$ cat src/rtl/alu_shift_pkg.sv
// Shared definitions for the iterative shift units: state encoding, default widths and the
// chunk-size helper used when ITER_SLL_FAST_EN is defined.
package alu_shift_pkg;

   localparam int unsigned SllWidth  = 32;
   localparam int unsigned SllShamtW = 5;

   localparam logic [1:0] StIdle  = 2'd0;
   localparam logic [1:0] StShift = 2'd1;
   localparam logic [1:0] StDone  = 2'd2;

   // Largest power of two not exceeding count; 0 when count is 0.
   function automatic int unsigned pow2_floor(input int unsigned count);
      int unsigned p;
      p = 0;
      for (int i = 31; i >= 0; i--) begin
         if (p == 0 && count[i]) p = 32'd1 << i;
      end
      return p;
   endfunction

endpackage

$ cat src/rtl/sll_1.sv
// Single-step logical shift-left cell, the mirror of the single-step right-shift cell.
module sll_1
   import alu_shift_pkg::*;
#(
   parameter int unsigned WIDTH = SllWidth
) (
   input  logic [WIDTH-1:0] a_i,
   output logic [WIDTH-1:0] y_o
);

   assign y_o = {a_i[WIDTH-2:0], 1'b0};

endmodule

$ cat src/rtl/iter_sll.sv
// Multi-cycle logical shift-left with start/done handshake.
// ITER_SLL_FAST_EN: shift by power-of-two chunks instead of one bit per clock.
module iter_sll
   import alu_shift_pkg::*;
#(
   parameter int unsigned WIDTH   = SllWidth,
   parameter int unsigned SHAMT_W = SllShamtW
) (
   input  logic               clock,
   input  logic               reset,
   input  logic               start,
   input  logic [WIDTH-1:0]   data_in,
   input  logic [SHAMT_W-1:0] shamt,
   output logic               ready,
   output logic               busy,
   output logic               done,
   output logic [WIDTH-1:0]   result,
   output logic               lost
);

   logic [1:0]         state_q, state_d;
   logic [WIDTH-1:0]   work_q, work_d;
   logic [SHAMT_W-1:0] count_q, count_d;
   logic               acc_q, acc_d;
   logic [WIDTH-1:0]   result_q, result_d;
   logic               lost_q, lost_d;

   logic [WIDTH-1:0]   step_val;
   logic               step_lost;
   logic [SHAMT_W-1:0] count_nxt;

`ifdef ITER_SLL_FAST_EN
   int unsigned chunk;

   always_comb begin
      chunk     = pow2_floor(32'(count_q));
      step_val  = work_q << chunk;
      step_lost = |(work_q & ~({WIDTH{1'b1}} >> chunk));
      count_nxt = count_q - SHAMT_W'(chunk);
   end
`else
   localparam logic [SHAMT_W-1:0] CountOne = SHAMT_W'(1);

   logic [WIDTH-1:0] sll_out;

   sll_1 #(
      .WIDTH (WIDTH)
   ) u_sll_1 (
      .a_i (work_q),
      .y_o (sll_out)
   );

   always_comb begin
      step_val  = sll_out;
      step_lost = work_q[WIDTH-1];
      count_nxt = count_q - CountOne;
   end
`endif

   // acc_q collects shifted-out bits in flight; lost_q only updates on the final step.
   always_comb begin
      state_d  = state_q;
      work_d   = work_q;
      count_d  = count_q;
      acc_d    = acc_q;
      result_d = result_q;
      lost_d   = lost_q;
      case (state_q)
         StShift: begin
            work_d  = step_val;
            count_d = count_nxt;
            acc_d   = acc_q | step_lost;
            if (count_nxt == '0) begin
               state_d  = StDone;
               result_d = step_val;
               lost_d   = acc_q | step_lost;
            end
         end
         default: begin
            state_d = StIdle;
            if (start) begin
               work_d  = data_in;
               count_d = shamt;
               acc_d   = 1'b0;
               if (shamt == '0) begin
                  state_d  = StDone;
                  result_d = data_in;
                  lost_d   = 1'b0;
               end else begin
                  state_d = StShift;
               end
            end
         end
      endcase
   end

   always_ff @(posedge clock or posedge reset) begin
      if (reset) begin
         state_q  <= StIdle;
         work_q   <= '0;
         count_q  <= '0;
         acc_q    <= 1'b0;
         result_q <= '0;
         lost_q   <= 1'b0;
      end else begin
         state_q  <= state_d;
         work_q   <= work_d;
         count_q  <= count_d;
         acc_q    <= acc_d;
         result_q <= result_d;
         lost_q   <= lost_d;
      end
   end

   assign ready  = (state_q == StIdle) || (state_q == StDone);
   assign busy   = (state_q == StShift);
   assign done   = (state_q == StDone);
   assign result = result_q;
   assign lost   = lost_q;

endmodule

$ cat config.mk
export PLATFORM = sky130hd
export DESIGN_NAME = iter_sll
export DESIGN_NICKNAME = d
export VERILOG_FILES = /design/src/rtl/alu_shift_pkg.sv /design/src/rtl/sll_1.sv /design/src/rtl/iter_sll.sv
export SDC_FILE = /design/constraint.sdc
export NUM_CORES = 1
export LEC_CHECK = 0
export CORE_UTILIZATION = 47
export CTS_CLUSTER_SIZE = 24
export DETAILED_ROUTE_END_ITERATION = 8
export GPL_TIMING_DRIVEN = 0
export PLACE_DENSITY_LB_ADDON = 0.08
export SYNTH_ARGS = -nofsm -noshare
export SYNTH_HDL_FRONTEND = slang
export SYNTH_HIERARCHICAL = 1
export SYNTH_SLANG_ARGS = --single-unit
$ cat constraint.sdc
create_clock -name clock -period 4.2 [get_ports clock]
set_input_delay 0.84 -clock clock [delete_from_list [all_inputs] [get_ports clock]]
set_output_delay 0.84 -clock clock [all_outputs]
set_load 0.02 [all_outputs]
**Word-level counts from Yosys, hierarchy flattened**

Index checks and enable logic that the tools add are counted.

- Multiplexer cells: 18
- Add/sub/neg operators: 1
- Equal/unequal tests: 3
- Multiply operators: 0
- Bitwise gates (word level): 1
- Divide/modulo/power cells: 0
- Reductions and logical operators: 7
- Shifts and indexed selects: 0
- Magnitude comparators: 0

Operators with widths:

| kind | number |
|---|---|
| $mux 32 | 6 |
| $logic_not 5->1 | 2 |
| $mux 5 | 2 |
| $mux 2 | 4 |
| $mux 1 | 6 |
| $sub 5x1->5 const B | 1 |
| $reduce_bool 2->1 | 2 |
| $reduce_and 3->1 | 1 |
| $eq 2x1->1 const B | 1 |
| $eq 2x2->1 const B | 1 |
| $logic_not 2->1 | 1 |
| $ne 2x1->1 const B | 1 |
| $logic_or 1x1->1 | 1 |
| $or 1x1->1 | 1 |

- Latch bits: 0
- Flip-flop bits (word level): 73
- Memories: 0
- Memory bits (read-only): 0
- Bits in writable memories: 0

**Longest topological paths before layout**

Gate-level depths: netlist (run 1).

- Depth in word-level cells: 4
- Mapped depth: 7

**By module**

Netlist (run 1), hierarchy kept.

By module, submodules not included:

| module | area each (µm²) | cells an instance | sequential area each (µm²) | times used |
|---|---|---|---|---|
| iter_sll | 3459.6 | 309 | 1826.8 | 1 |
| sll_1 | 244.0 | 33 | 0.0 | 1 |

**Worst setup path before layout (run 1)**

Ideal clock, no wire load.

- Kind: input-to-reg
- Start point: input port shamt[0]
- End point: register result_q[12], in the netlist result[12]
- Setup time: 119 ps
- Setup slack: 2135 ps
- Stages on the path: 5
- Buffers on the path: 1
- Required time: 4081 ps
- Arrival: 1946 ps
- Cell sequence: nor4_2 > nand4_1 > clkbuf_1 > o32a_1 > o21a_1

- Longest elaborated chain between the ends: 3

Ends and longest elaborated chain:

| item | RTL line | RTL |
|---|---|---|
| from (decl) | iter_sll.sv:13 | `input logic [SHAMT_W-1:0] shamt,` |
| $logic_not 5->1 | iter_sll.sv:85 | `if (shamt == '0) begin` |
| $reduce_bool 2->1 (no source line) | -- |  |
| $reduce_and 3->1 (no source line) | -- |  |
| to (signal assigned) | iter_sll.sv:110 | `result_q <= result_d;` |
| to (decl) | iter_sll.sv:25 | `logic [WIDTH-1:0] result_q, result_d;` |

No other way between the ends.
A chain may end at the register's enable or synchronous reset.

**Worst setup path in the final report (run 1)**

- Start point: register state_q[1]
- End point: output port busy

- Longest elaborated chain between the ends: 1

Ends and longest elaborated chain:

| item | RTL line | RTL |
|---|---|---|
| from (decl) | iter_sll.sv:21 | `logic [1:0] state_q, state_d;` |
| from (signal assigned) | iter_sll.sv:99 | `state_q <= StIdle;` |
| from (signal assigned) | iter_sll.sv:106 | `state_q <= state_d;` |
| $eq 2x1->1 | iter_sll.sv:116 | `assign busy = (state_q == StShift);` |
| to (decl) | iter_sll.sv:15 | `output logic busy,` |

No other way between the ends.

==> flow_metrics.tcl, run 1 <==
set metrics [dict create \
    p_leak_nw 2.10 \
    worstSetupStartpointType "register" \
    pwr-share-clk_pct 18.8 \
    grt_pass1_vias 2809 \
    initial_utilization_pct 48.2 \
    num_vias 2924 \
    rr_startpoint "state_q[1]" \
    yosys_warnings 6 \
    syn_avg_cell_area_sq_um 10.8 \
    fin_area_sq_um 4850 \
    place.gp.congestion 0.803 \
    clockRootBuffer "clkbuf_8" \
    crit_required_ns 3.36 \
    async_reset_ff_share_pct 100 \
    synth_edf_count 0 \
    crit_path_max_fanout 10 \
    layout_commonest_cell "clkdlybuf4s50_1" \
    synth_top_flop_cell "dfrtp_1" \
    htree_num_levels 3 \
    hold_start "result[31]" \
    hold_buffers 0 \
    max_clock_freq_ghz 0.296 \
    status "complete, no violations" \
    syn-cell-area_sq_um 3700 \
    nets 470 \
    setup.worst_path.start "state_q[1]" \
    yosys.cell_types.count 33 \
    setup_viol 0 \
    cp_data_arrival_time_ns 2.53 \
    die_width_microns 90.8 \
    slew_headroom_pct 46.5 \
    syn_inst 342 \
    wl_per_cell_microns 15.7 \
    worst_pin_slew_ns 0.802 \
    irDropWorstVdd_mv 0.392 \
    fin_setup_tns_ns 0 \
    dp.cells 519 \
    synthesis.nets 384 \
    endpoint_kind "output pin" \
    hp-class "reg -> reg" \
    grt_start_max_net_pins 40 \
    max_stage_delay_ns 0.65 \
    p_int_w 0.00242 \
    fin_crit_ns 3.37 \
    cp_slowest_cell "clkdlybuf4s50_1" \
    clkTransAtPathRegs_ns 0.07 \
    hold_viol_final 0 \
    grt_pass1_wl_microns 13800 \
    antennaDiodeCount 0 \
    fp.coreArea_sq_um 7690 \
    dp_hpwl_microns 5780 \
    p_sw_w 0.00139 \
    rows 32 \
    worst_skew_pair.late_latency_ns 0.34 \
    comb_power_share_pct 48.5 \
    ios 76 \
    crit_type "reg -> out" \
    path_cells "nand2b_1, inv_1, clkbuf_1, buf_2, clkdlybuf4s50_1" \
    firstDrtPassIters 4 \
    drive_gt1_share_pct 14.3 \
    rsz0062_at_grt "no" \
    final_cell_mix "clkdlybuf4s50_1 (74), dfrtp_1 (73), nand2_1 (37)" \
    instances_no_fill 535 \
    fill_cells 650 \
    portBuffers 74 \
    via_per_inst 5.47 \
    drv_slew 0 \
    numCtsBuffers 9 \
    dieArea_sq_um 8240 \
    dieHeight_microns 90.8 \
    drv_cap 0 \
    power_switching_share_pct 36.4 \
    setup_slack_ns 0.825 \
    cellPowerDensity_nw_per_um2 785 \
    postCtsResizedCells 0 \
    fin_skew_ns 0.00882 \
    area_growth_pct 31.0 \
    drtAntennaViolNets 0 \
    cts_max_path_buffers 2 \
    pwr-share-seq_pct 32.6 \
    drcViolationCount 0 \
    routed_wirelength_microns 8420 \
    antenna_found_initial 0 \
    placed_cell_area_sq_um 4590 \
    clock_sinks 73 \
    grt_usage_pct 21.3 \
    ys_ff_latch 73 \
    dp_slack_ns 1.17 \
    grt.overflow.total 0 \
    cts_tree "done" \
    post-route-period-util_pct 80.4 \
    ys_seq_area_share_pct 49.3 \
    detail_route.iter0.violations 99 \
    postCtsSetupBuffers 0 \
]
==> cell usage after synthesis (all sizes together), types with 3 or more instances <==
master | n | area share, %
buf | 43 | 8.9
nor2 | 11 | 1.1
a21oi | 4 | 0.54
clkbuf | 14 | 1.4
o21ai | 36 | 5.2
dfrtp | 73 | 49
o32a | 32 | 8.6
mux2i | 33 | 8.9
nand2 | 37 | 3.7
inv | 6 | 0.61
o21a | 32 | 6.5
or3 | 3 | 0.64
==> flip-flops by register name, summed over array words and instances, names as in the netlist <==
| register | cells |
|---|---|
| result | 32 |
| work_q | 32 |
| count_q | 5 |
| state_q | 2 |
| acc_q | 1 |
| lost | 1 |
==> power by group through the flow <==
stage	clock network (W)	logic, W	registers, W
floorplan	0	0.00103	0.00142
detailed placement	0	0.00186	0.00125
global route	0.000749	0.00202	0.00128
global placement	0	0.00182	0.00124
finish	0.000717	0.00185	0.00124
CTS	0.000729	0.00186	0.00124
==> cells by family (layout without fill, tap and decap cells) <==
family          after synthesis  in the layout  share of synthesized area (%)
compound gates              111            111                           22.8
flops                        73             73                           49.3
buf+inv                      63            154                           10.9
simple gates                 59             59                           7.23
mux                          33             33                           8.92
fa+ha+maj                     2              2                          0.676
other cells                   1              1                          0.101
==> per-layer routing <==
layer | routed length, microns | vias to the layer above | share of wire, % | track usage [%]
met5 | 0 | - | 0 | 0
met4 | 169 | 0 | 2.0 | 8.20
met3 | 482 | 16 | 5.7 | 4.46
met2 | 3760 | 95 | 45 | 32.3
met1 | 4010 | 1437 | 48 | 30.0
li1 | - | 1376 | - | -
==> worst max-delay path, delay by kind of cell, from the launching register on <==
family | cells | cell delay [ns]
buffers and inverters | 4 | 1.63
DFF | 1 | 0.37
and+or+nand+nor | 1 | 0.21
==> metrics by stage <==
stage / hold WS, ns / total power [W] / util, %
floorplan: 0.467 / 0.00245 / -
global placement: 0.472 / 0.00306 / 59.5
detailed placement: 0.478 / 0.00311 / 59.8
CTS: 0.496 / 0.00384 / 63.1
global route: 0.506 / 0.00405 / 63.1
finish: 0.490 / 0.00381 / 63.1
==> area by class of cell <==
type                    instances  area [sq um]  share of cell area [%]
plain buffers                  57           383                    7.89
clock buffers                  11           131                    2.71
clock inverters                 5           128                    2.63
inverters                       6          25.0                   0.516
multi-input cells             206          1470                    30.3
flip-flops and latches         73          1830                    37.6
well taps                     102           128                    2.63
repair buffers                 75           761                    15.7
==> final timing paths <==
path / to / depth (start not counted) / slack (ns)
hold reg to reg: result[31] / 1 / 0.49
max in group asynchronous: result[12] / 3 / 2.77
setup reg to reg: work_q[0] / 5 / 2.22
setup / recovery: busy / 5 / 0.83
min in group asynchronous: work_q[27] / 2 / 0.86
hold / removal: result[31] / 1 / 0.49
No activity file was read; power rests on OpenSTA's default activity.
==> run 2: changes to the inputs <==
CORE_UTILIZATION = 46   (was 47)
clock period = 2.9 ns   (was 4.2 ns; I/O delays follow)
==> run 2 against run 1 <==
Compared with the run above: clock power grew 32%; clock skew down 0.0011 ns; utilization is 0.91 points lower; combinational power rose by 44%.
==> flow_metrics.tcl, run 2 (same netlist as run 1, synthesis figures left out) <==
set metrics [dict create \
    status "complete, no violations" \
    hp-class "in -> async" \
    fin_setup_tns_ns 0 \
    crit_type "reg -> out" \
    crit_required_ns 2.32 \
    placed_cell_area_sq_um 4600 \
    grt_pass1_wl_microns 13800 \
    fp.coreArea_sq_um 7770 \
    reg2reg_depth 6 \
    endpoint_kind "output pin" \
    worst_pin_slew_ns 0.803 \
    die_width_microns 91.7 \
    drtAntennaViolNets 0 \
    worst_skew_pair.late_latency_ns 0.35 \
    rrSetupSlack_ns 0.83 \
    clkTransAtPathRegs_ns 0.08 \
    dp_hpwl_microns 5920 \
    cellPowerDensity_nw_per_um2 1120 \
    setup_viol 0 \
    cp_data_arrival_time_ns 2.15 \
    via_per_inst 5.38 \
    htree_num_levels 3 \
    firstDrtPassIters 4 \
    clock_sinks 73 \
    final_cell_mix "clkdlybuf4s50_1 (74), dfrtp_1 (73), nand2_1 (37)" \
    post-route-period-util_pct 94.2 \
    drcViolationCount 0 \
    fin_area_sq_um 4830 \
    worstSetupStartpointType "register" \
    portBuffers 74 \
    antenna_found_initial 0 \
    crit_path_max_fanout 16 \
    antennaDiodeCount 0 \
    dieHeight_microns 91.7 \
    routed_wirelength_microns 8510 \
    grt_pass1_vias 2777 \
    rows 32 \
    dp.cells 519 \
    fin_skew_ns 0.00767 \
    wl_per_cell_microns 16.0 \
    slew_headroom_pct 46.4 \
    fin_crit_ns 2.73 \
    cts_tree "done" \
    cts_max_path_buffers 2 \
    whs_ns 0.489 \
    ios 76 \
    dieArea_sq_um 8410 \
    drive_gt1_share_pct 14.8 \
    nets 469 \
    instances_no_fill 533 \
    irDropWorstVdd_mv 0.469 \
    final-seq-area_sq_um 1830 \
    fill_cells 680 \
    p_leak_nw 2.09 \
    grt_usage_pct 21.2 \
    timing.rr.end "result[15]" \
    drv_slew 0 \
    grt.overflow.total 0 \
    hold_buffers 0 \
    area_growth_pct 30.5 \
    hold_viol_final 0 \
    detail_route.iter0.violations 125 \
    num_vias 2868 \
    place.gp.congestion 0.811 \
    drv_cap 0 \
    rsz0062_at_grt "no" \
    clockRootBuffer "clkbuf_8" \
    max_clock_freq_ghz 0.366 \
    multiInputGateArea_sq_um 1470 \
    grt_start_max_net_pins 64 \
    initial_utilization_pct 47.7 \
    layout_commonest_cell "clkdlybuf4s50_1" \
    rr_startpoint "state_q[0]" \
    numCtsBuffers 9 \
]
run 2: worst max-delay path: stages, from the launching register on:
cell,delay [ns]
dfrtp_1,0.37
nand2b_1,0.23
clkinvlp_4,0.27
buf_2,0.29
clkdlybuf4s50_1,0.64
run 2: timing repair:
| action | 4_1_cts | 5_1_grt |
|---|---|---|
| resized for setup | 1 | 0 |
| buffers inserted | 0 | 0 |
| endpoints found under the hold margin | 0 | 0 |
| endpoints found under the setup margin | 1 | 0 |
run 2: routing by layer:
layer	wire length [microns]	track usage (%)	vias to the layer above	part of all wire [%]
met2	3990	33.1	68	47
li1	-	-	1374	-
met3	399	4.06	9	4.7
met1	3990	29.3	1417	47
met4	126	8.33	0	1.5
met5	0	0	-	0
run 2: layout make-up:
class	instances	share of cell area [%]
flip-flops and latches	73	37.8
multi-input cells	206	30.4
repair buffers	75	15.9
plain buffers	56	7.84
well taps	102	2.64
clock buffers	9	2.56
clock inverters	6	2.23
inverters	6	0.595
run 2: how the worst max path moves through the flow:
stage | start | endpoint | slack (ns) | cells past startpoint
after floorplan | reset | acc_q | 0.47 | 1
after global placement | reset | result[9] | -0.89 | 2
after detailed placement | state_q[1] | busy | 0.15 | 5
after CTS | state_q[1] | busy | 0.14 | 4
after global routing | state_q[1] | busy | 0.05 | 4
final | state_q[1] | busy | 0.17 | 4
run 2: through the flow:
stage / worst slack (ns) / util, % / power [W]
after detailed placement: 0.153 / 59.2 / 0.00450
after floorplan: 0.467 / - / 0.00355
after global placement: -0.892 / 58.9 / 0.00444
final: 0.168 / 62.2 / 0.00541
after CTS: 0.142 / 62.2 / 0.00546
after global routing: 0.0503 / 62.2 / 0.00576
run 2: power breakdown:
part / switching, W / internal (W) / total (W)
Combinational: 0.00134 / 0.00133 / 0.00267
Sequential: 0.000284 / 0.00152 / 0.00180
Clock: 0.000380 / 0.000564 / 0.000944
